--- config.mk ---
export PLATFORM = sky130hd
export DESIGN_NAME = counter_sequencer
export DESIGN_NICKNAME = d
export VERILOG_FILES = /design/src/rtl/counter_seq_pkg.sv /design/src/rtl/rr_arb2.sv /design/src/rtl/counter_sequencer.sv
export SDC_FILE = /design/constraint.sdc
export NUM_CORES = 1
export LEC_CHECK = 0
export BUFFER_PORTS_ARGS = -buffer_cell sky130_fd_sc_hd__buf_4
export CORE_MARGIN = 8
export CORE_UTILIZATION = 50
export DETAILED_ROUTE_END_ITERATION = 16
export GPL_TIMING_DRIVEN = 0
export PLACE_DENSITY = 0.88
export SLEW_MARGIN = 25
export SYNTH_ARGS = -nofsm -noshare
export SYNTH_HDL_FRONTEND = slang
export SYNTH_SLANG_ARGS = --single-unit
--- constraint.sdc ---
create_clock -name clk -period 5.3 [get_ports clk]
set_input_delay 0.53 -clock clk [delete_from_list [all_inputs] [get_ports clk]]
set_output_delay 0.53 -clock clk [all_outputs]
set_load 0.02 [all_outputs]
--- src/rtl/counter_seq_pkg.sv ---
// Shared types for the counter sequencer.
//   op_e    : command opcodes carried on req_op.
//   state_e : sequencer FSM states (also visible on dbg_state).
//   OP_W    : width of one requester's opcode field.
package counter_seq_pkg;

    localparam int OP_W = 2;

    typedef enum logic [OP_W-1:0] {
        OP_LOAD = 2'b00,
        OP_UP   = 2'b01,
        OP_DOWN = 2'b10,
        OP_HOLD = 2'b11
    } op_e;

    typedef enum logic [1:0] {
        ST_IDLE = 2'b00,
        ST_EXEC = 2'b01,
        ST_DONE = 2'b10
    } state_e;

endpackage

--- src/rtl/rr_arb2.sv ---
// Two-requester round-robin arbiter with a last-grant register.
//   clk, rst_  : clock, asynchronous active-low reset
//   req_i      : request bits (bit i = requester i)
//   en_i       : grants may be issued only while high
//   gnt_o      : one-hot grant (zero when disabled or nothing requested)
//   gnt_id_o   : index of the requester that would be / is granted
// After reset the last grant is 1, so requester 0 wins the first tie.
module rr_arb2 (
    input  logic       clk,
    input  logic       rst_,
    input  logic [1:0] req_i,
    input  logic       en_i,
    output logic [1:0] gnt_o,
    output logic       gnt_id_o
);

    logic last_q;
    logic last_d;
    logic fire;

    always_comb begin
        // On a tie the requester not served last wins; otherwise the lone requester.
        if (req_i == 2'b11) begin
            gnt_id_o = ~last_q;
        end else begin
            gnt_id_o = req_i[1];
        end
        fire   = en_i && (req_i != 2'b00);
        gnt_o  = fire ? (gnt_id_o ? 2'b10 : 2'b01) : 2'b00;
        last_d = fire ? gnt_id_o : last_q;
    end

    always_ff @(posedge clk or negedge rst_) begin
        if (!rst_) begin
            last_q <= 1'b1;
        end else begin
            last_q <= last_d;
        end
    end

endmodule

--- src/rtl/counter_sequencer.sv ---
// Sequencer that turns LOAD/UP/DOWN/HOLD commands from two requesters into
// control strobes for an external up/down counter.
//   clk, rst_            : clock, asynchronous active-low reset
//   req_valid/req_ready  : per-requester handshake; a command is accepted in
//                          the cycle where valid and ready are both high, and
//                          ready is only ever offered in IDLE to one requester
//   req_op/value/steps   : per-requester command fields, requester i at slice i
//   ld_cnt_, updn_cnt,
//   count_enb, data_in   : counter controls (load is active-low)
//   data_out             : registered counter value fed back
//   busy, done, done_id,
//   result               : status; result shows data_out in the DONE cycle and
//                          then holds it until the next completion
//   dbg_state            : current FSM state
module counter_sequencer
    import counter_seq_pkg::*;
#(
    parameter int WIDTH = 8
) (
    input  logic                 clk,
    input  logic                 rst_,
    input  logic [1:0]           req_valid,
    output logic [1:0]           req_ready,
    input  logic [2*OP_W-1:0]    req_op,
    input  logic [2*WIDTH-1:0]   req_value,
    input  logic [2*WIDTH-1:0]   req_steps,
    output logic                 ld_cnt_,
    output logic                 updn_cnt,
    output logic                 count_enb,
    output logic [WIDTH-1:0]     data_in,
    input  logic [WIDTH-1:0]     data_out,
    output logic                 busy,
    output logic                 done,
    output logic                 done_id,
    output logic [WIDTH-1:0]     result,
    output logic [1:0]           dbg_state
);

    state_e             state_q, state_d;
    op_e                op_q, op_d;
    logic [WIDTH-1:0]   value_q, value_d;
    logic [WIDTH-1:0]   cnt_q, cnt_d;
    logic               id_q, id_d;
    logic [WIDTH-1:0]   result_q, result_d;

    logic [1:0]         gnt;
    logic               gnt_id;
    logic               arb_en;

    // Gating with rst_ keeps ready low throughout reset.
    assign arb_en = (state_q == ST_IDLE) && rst_;

    rr_arb2 u_arb (
        .clk      (clk),
        .rst_     (rst_),
        .req_i    (req_valid),
        .en_i     (arb_en),
        .gnt_o    (gnt),
        .gnt_id_o (gnt_id)
    );

    assign req_ready = gnt;
    assign busy      = (state_q != ST_IDLE);
    assign dbg_state = state_q;

    always_comb begin
        state_d   = state_q;
        op_d      = op_q;
        value_d   = value_q;
        cnt_d     = cnt_q;
        id_d      = id_q;
        result_d  = result_q;
        ld_cnt_   = 1'b1;
        count_enb = 1'b0;
        updn_cnt  = 1'b0;
        data_in   = '0;
        done      = 1'b0;
        done_id   = 1'b0;
        result    = result_q;

        case (state_q)
            ST_IDLE: begin
                if (gnt != 2'b00) begin
                    op_d    = op_e'(gnt_id ? req_op[2*OP_W-1:OP_W] : req_op[OP_W-1:0]);
                    value_d = gnt_id ? req_value[2*WIDTH-1:WIDTH] : req_value[WIDTH-1:0];
                    cnt_d   = gnt_id ? req_steps[2*WIDTH-1:WIDTH] : req_steps[WIDTH-1:0];
                    id_d    = gnt_id;
                    state_d = ST_EXEC;
                end
            end
            ST_EXEC: begin
                if (op_q == OP_LOAD) begin
                    ld_cnt_ = 1'b0;
                    data_in = value_q;
                    state_d = ST_DONE;
                end else begin
                    // cnt_q holds remaining cycles; zero still costs one idle EXEC cycle.
                    if ((op_q != OP_HOLD) && (cnt_q != '0)) begin
                        count_enb = 1'b1;
                        updn_cnt  = (op_q == OP_UP);
                    end
                    if (cnt_q <= WIDTH'(1)) begin
                        cnt_d   = '0;
                        state_d = ST_DONE;
                    end else begin
                        cnt_d = cnt_q - WIDTH'(1);
                    end
                end
            end
            ST_DONE: begin
                done     = 1'b1;
                done_id  = id_q;
                result   = data_out;
                result_d = data_out;
                state_d  = ST_IDLE;
            end
            default: begin
                state_d = ST_IDLE;
            end
        endcase
    end

    always_ff @(posedge clk or negedge rst_) begin
        if (!rst_) begin
            state_q  <= ST_IDLE;
            op_q     <= OP_LOAD;
            value_q  <= '0;
            cnt_q    <= '0;
            id_q     <= 1'b0;
            result_q <= '0;
        end else begin
            state_q  <= state_d;
            op_q     <= op_d;
            value_q  <= value_d;
            cnt_q    <= cnt_d;
            id_q     <= id_d;
            result_q <= result_d;
        end
    end

endmodule

Word-level counts from Yosys, hierarchy flattened
Index checks and enable logic that the tools add are counted.
- bits in read-only memories: 0
- bits in writable memories: 0
- input bits: 48
- output and inout port bits: 26
- word-level logic and storage cells: 58
- memories: 0
- register bits after elaboration: 30
- bits in latches: 0
- divide/modulo/power cells: 0
- add/subtract/negate cells: 1
- reduce and logical (&&, ||, !) cells: 13
- muxes and demuxes: 27
- magnitude comparators: 1
- bitwise operators: 1
- $mul: 0
- equality and inequality tests: 8
- shifts and indexed selects: 0
- operators with widths (kind ; number):
    2-to-1 mux 8 bit ; 8
    case mux 8 bit (2 select lines) ; 1
    2-to-1 mux 2 bit ; 6
    2-to-1 mux 1 bit ; 11
    <= comparator 8 x 1 -> 1 bit, second input constant ; 1
    nonzero test 2 bit ; 4
    nonzero test 8 bit ; 1
    subtractor 8 x 1 -> 8 bit, second input constant ; 1
    == test 2 x 1 -> 1 bit, second input constant ; 2
    == test 2 bit, second input constant ; 2
    zero test 2 bit ; 2
    inequality test 2 bit, second input constant ; 2
    case mux 2 bit (2 select lines) ; 1
    AND reduction 2 bit ; 2
    logical AND 1 bit ; 3
    inequality test 3 bit, second input constant ; 1
    AND reduction 3 bit ; 1
    inequality test 2 x 1 -> 1 bit, second input constant ; 1
    inverter 1 bit ; 1

Logic depth before layout (Yosys ltp)
- word-level depth: 7
- gate-level depth with buffers: 6
- depth with buffers taken out: 6

Hierarchy
From an unflattened synthesis, not the netlist that was laid out.
- cells, all modules: 169
- area total of the unflattened synthesis: 1687.9 um2
- by module, submodules not included (module ; seq. area each (um2) ; times used ; cells an instance ; area an instance (um2)):
    counter_sequencer ; 725.7 ; 1 ; 162 ; 1621.6
    rr_arb2 ; 26.3 ; 1 ; 7 ; 66.3

Least setup slack after synthesis
No wires, ideal clock.
- path kind: register to output
- start: register state_q[0] (netlist: dbg_state[0])
- end: output req_ready[0]
- data arrival time: 1909 ps
- required time: 4770 ps
- slack: 2861 ps
- path buffers: 2
- stages on the path, launching flop included: 6
- cell sequence: dfrtp_1 or2_2 or3_1 clkbuf_1 clkbuf_1 nor2_1
- longest elaborated chain between the ends: 4
- RTL lines (item ; RTL line ; text):
    start, declared ; counter_sequencer.sv:39 ; state_e state_q, state_d;
    start signal, assigned ; counter_sequencer.sv:132 ; state_q <= state_d;
    zero test 2 bit ; counter_sequencer.sv:51 ; assign arb_en = (state_q == ST_IDLE) && rst_;
    logical AND 1 bit ; counter_sequencer.sv:51 ;
    logical AND 1 bit ; rr_arb2.sv:28 ; fire = en_i && (req_i != 2'b00);
    2-to-1 mux 2 bit ; rr_arb2.sv:29 ; gnt_o = fire ? (gnt_id_o ? 2'b10 : 2'b01) : 2'b00;
    end, declared ; counter_sequencer.sv:23 ; output logic [1:0] req_ready,
Every way passes these cells.

Worst setup path in the final report
Ends and elaborated chain as after synthesis.

==> impl_metrics.toml <==
[outcome]
outcome = "complete, no violations"

[setup_path]
path_cells = "or2_2 -> or3_1 -> clkbuf_1 -> clkbuf_1 -> nor2_1 -> buf_4"
slowest_stage = "dfrtp_1"
crit_top_cell = "clkbuf_1"
startpoint_type = "register"
path_buf_inv = 3
path_delay_family = "simple AND/OR/NAND/NOR gates"
critPathKind = "reg -> out"
worst_ep_arrival_time_ps = 2300
critPathRequiredTime_ps = 4770
cp_max_fo = 10
endpoint_kind = "output port"
max_stage_delay_ps = 430

[logic_synthesis]
synth-seq-cells = 30
synth_top_family_by_area = "simple AND/OR/NAND/NOR gates"
syn_inst = 165
ys_warn_count = 0
syn-cell-area_sq_um = 1660
yosys.area_share.simple = 0.176
synth.mux.area_fraction = 0.165
syn_area_per_cell_sq_um = 10.0
ys_types = 38
syn-num-nets = 215
ys_seq_area_frac = 0.454
synthAdderAreaFrac = 0.0151
synth-compound-area-share = 0.153
synthXorXnorAreaFrac = 0.00529

[floorplan]
io_pins = 74
die_area_sq_um = 5410
coreArea_sq_um = 3260
rows = 21
start_util = 0.508
fp.dieW_um = 73.5
fp.dieH_um = 73.5

[placed_design]
place_area_sq_um = 2260
dp_hpwl_um = 3700
gp_congestion = 0.900
dp_worst_setup_slack_ps = 2500
port_buffers = 73

[timing]
rsz0062_at_grt = "no"
finalSetupViolations = 0
slew_headroom = 0.481
finalWorstSetupSlack_ps = 2470
hold_viol = 0
setup_tns_ps = 0
worst_pin_slew_ps = 773
min_period_ps = 2830
fin_skew_ps = 9.73
clock.fmax_mhz = 353
post-route-period-util = 0.534
final_max_slew_viol_count = 0

[layout]
finalInstanceArea_sq_um = 2310
final_core_utilization = 0.709
layout-drive-gt1-share = 0.396
mostFrequentLayoutCells = "buf_4 (73), dfrtp_1 (29), mux2i_1 (16)"
num-nets-final = 295
syn2layout_area_growth_pct = 39.5
diodes = 0
final_common_cell = "buf_4"

[clocking]
cts-buffers-inserted = 5
clkLatencyLatePin_ps = 330
cts_tree = "yes"
htreeDepth = 2
root_buffer = "clkbuf_4"
cts_sinks = 30
clkTransAtPathRegs_ps = 90
postCtsSetupBuffers = 0
cts_hold_buffers = 0
cts_resized = 0
cts_buffer_depth = 2

[drt]
drc = 0
antenna_left = 0
drt_iter0_markers = 98
wirelength_um = 4710
vias_per_cell = 5.34
via_count = 1554
first_pass_iters = 4
drt-wirelength-per-cell_um = 16.2

[power]
power_leakage_nw = 1.13
powerDensity_nw_per_um2 = 513
power.total_w = 0.00118
vdd_ir_drop_max_uv = 194

[global_routing]
antenna_found_initial = 0
grt_usage = 0.178
grt_start_max_net_pins = 32
grt-ovfl-total = 0
grt_pass1_wl_um = 7360
grt_pass1_vias = 1555

[min_path]
hold_class = "in -> async"

[flow_run]
max_cap_violations = 0
## cells in the mapped netlist
cell	count	area share
dfrtp_1	29	0.44
ha_1	2	0.015
o32a_1	2	0.012
buf_2	2	0.0060
a2bb2oi_1	1	0.0053
dfstp_2	1	0.016
a21oi_1	2	0.0060
and2_1	10	0.038
o221ai_1	1	0.0053
or4_4	2	0.014
nor4b_1	2	0.011
a31o_1	1	0.0053
a31oi_1	2	0.0076
o2111ai_1	1	0.0053
a211o_1	1	0.0053
nor2b_1	4	0.015
inv_1	6	0.014
nand2b_1	2	0.0076
a21o_1	3	0.014
or3_1	1	0.0038
a211oi_1	1	0.0045
nor2_1	10	0.023
nor4_1	1	0.0038
nand3_1	3	0.0091
or2_2	1	0.0038
mux2i_1	16	0.097
o2bb2ai_1	1	0.0053
o22ai_1	4	0.015
clkbuf_1	5	0.011
nand2_1	14	0.032
nor3_1	4	0.012
xnor2_1	1	0.0053
mux2_2	10	0.068
or3_2	1	0.0045
o311ai_0	2	0.011
a21boi_1	1	0.0045
o41ai_1	1	0.0053
o21ai_0	14	0.042
## cell type report
class | instances | area [sq um]
plain buffers | 7 | 28.8
clock inverters | 2 | 10.0
multi-input cells | 122 | 852
repair buffers | 73 | 548
flip-flops and latches | 30 | 752
clock buffers | 5 | 37.5
well taps | 46 | 57.6
inverters | 6 | 22.5
fillers | 287 | 950
## routing by layer
metal,global-route usage,routed length [um],part of all wire
met3,0.0723,390,0.083
met4,0.0599,55,0.012
met5,0,0,0
met2,0.301,2360,0.50
met1,0.195,1900,0.40
## report_power, final
part	internal (W)	switching, W	total [W]
registers	0.000342	0.0000771	0.000419
clock network	0.0000476	0.0000761	0.000124
logic	0.000288	0.000353	0.000641
## registers in the layout (all words and copies together) (netlist names)
| signal | cells |
|---|---|
| u_arb.last_q | 1 |
| value_q | 8 |
| dbg_state | 2 |
| cnt_q | 8 |
| result_q | 8 |
| id_q | 1 |
| op_q | 2 |
## metrics by stage
step           hold WS, ps  std cells
3_3_place_gp           452        284
5_1_grt                121        291
4_1_cts                113        291
6_report               120        291
2_1_floorplan          234        165
3_5_place_dp           463        284
## logic make-up after synthesis
group	after synthesis
compound gates	38
xor+xnor	1
fa+ha+maj	2
buf+inv	13
flops	30
mux	26
simple gates	55
## worst paths after layout
path | from | to | slack (ps) | cells past startpoint
min reg2reg | value_q[1]$_DFFE_PN0P_ | value_q[1]$_DFFE_PN0P_ | 480 | 2
min | rst_ | cnt_q[7]$_DFFE_PN0P_ | 120 | 1
max | dbg_state[0]$_DFFE_PN0P_ | req_ready[0] | 2470 | 6
max in group asynchronous | rst_ | u_arb.last_q$_DFFE_PN1N_ | 4850 | 1
max reg2reg | cnt_q[5]$_DFFE_PN0P_ | cnt_q[3]$_DFFE_PN0P_ | 3230 | 4
min in group clk | data_out[1] | result_q[1]$_DFF_PN0_ | 450 | 2
## worst reg2reg max path, delay by kind of cell, from the launching register on
family          cells  cell delay (ps)
compound gates      2              350
flops               1              440
simple gates        2             1140
Note: power is estimated with default switching activity, not from simulation.
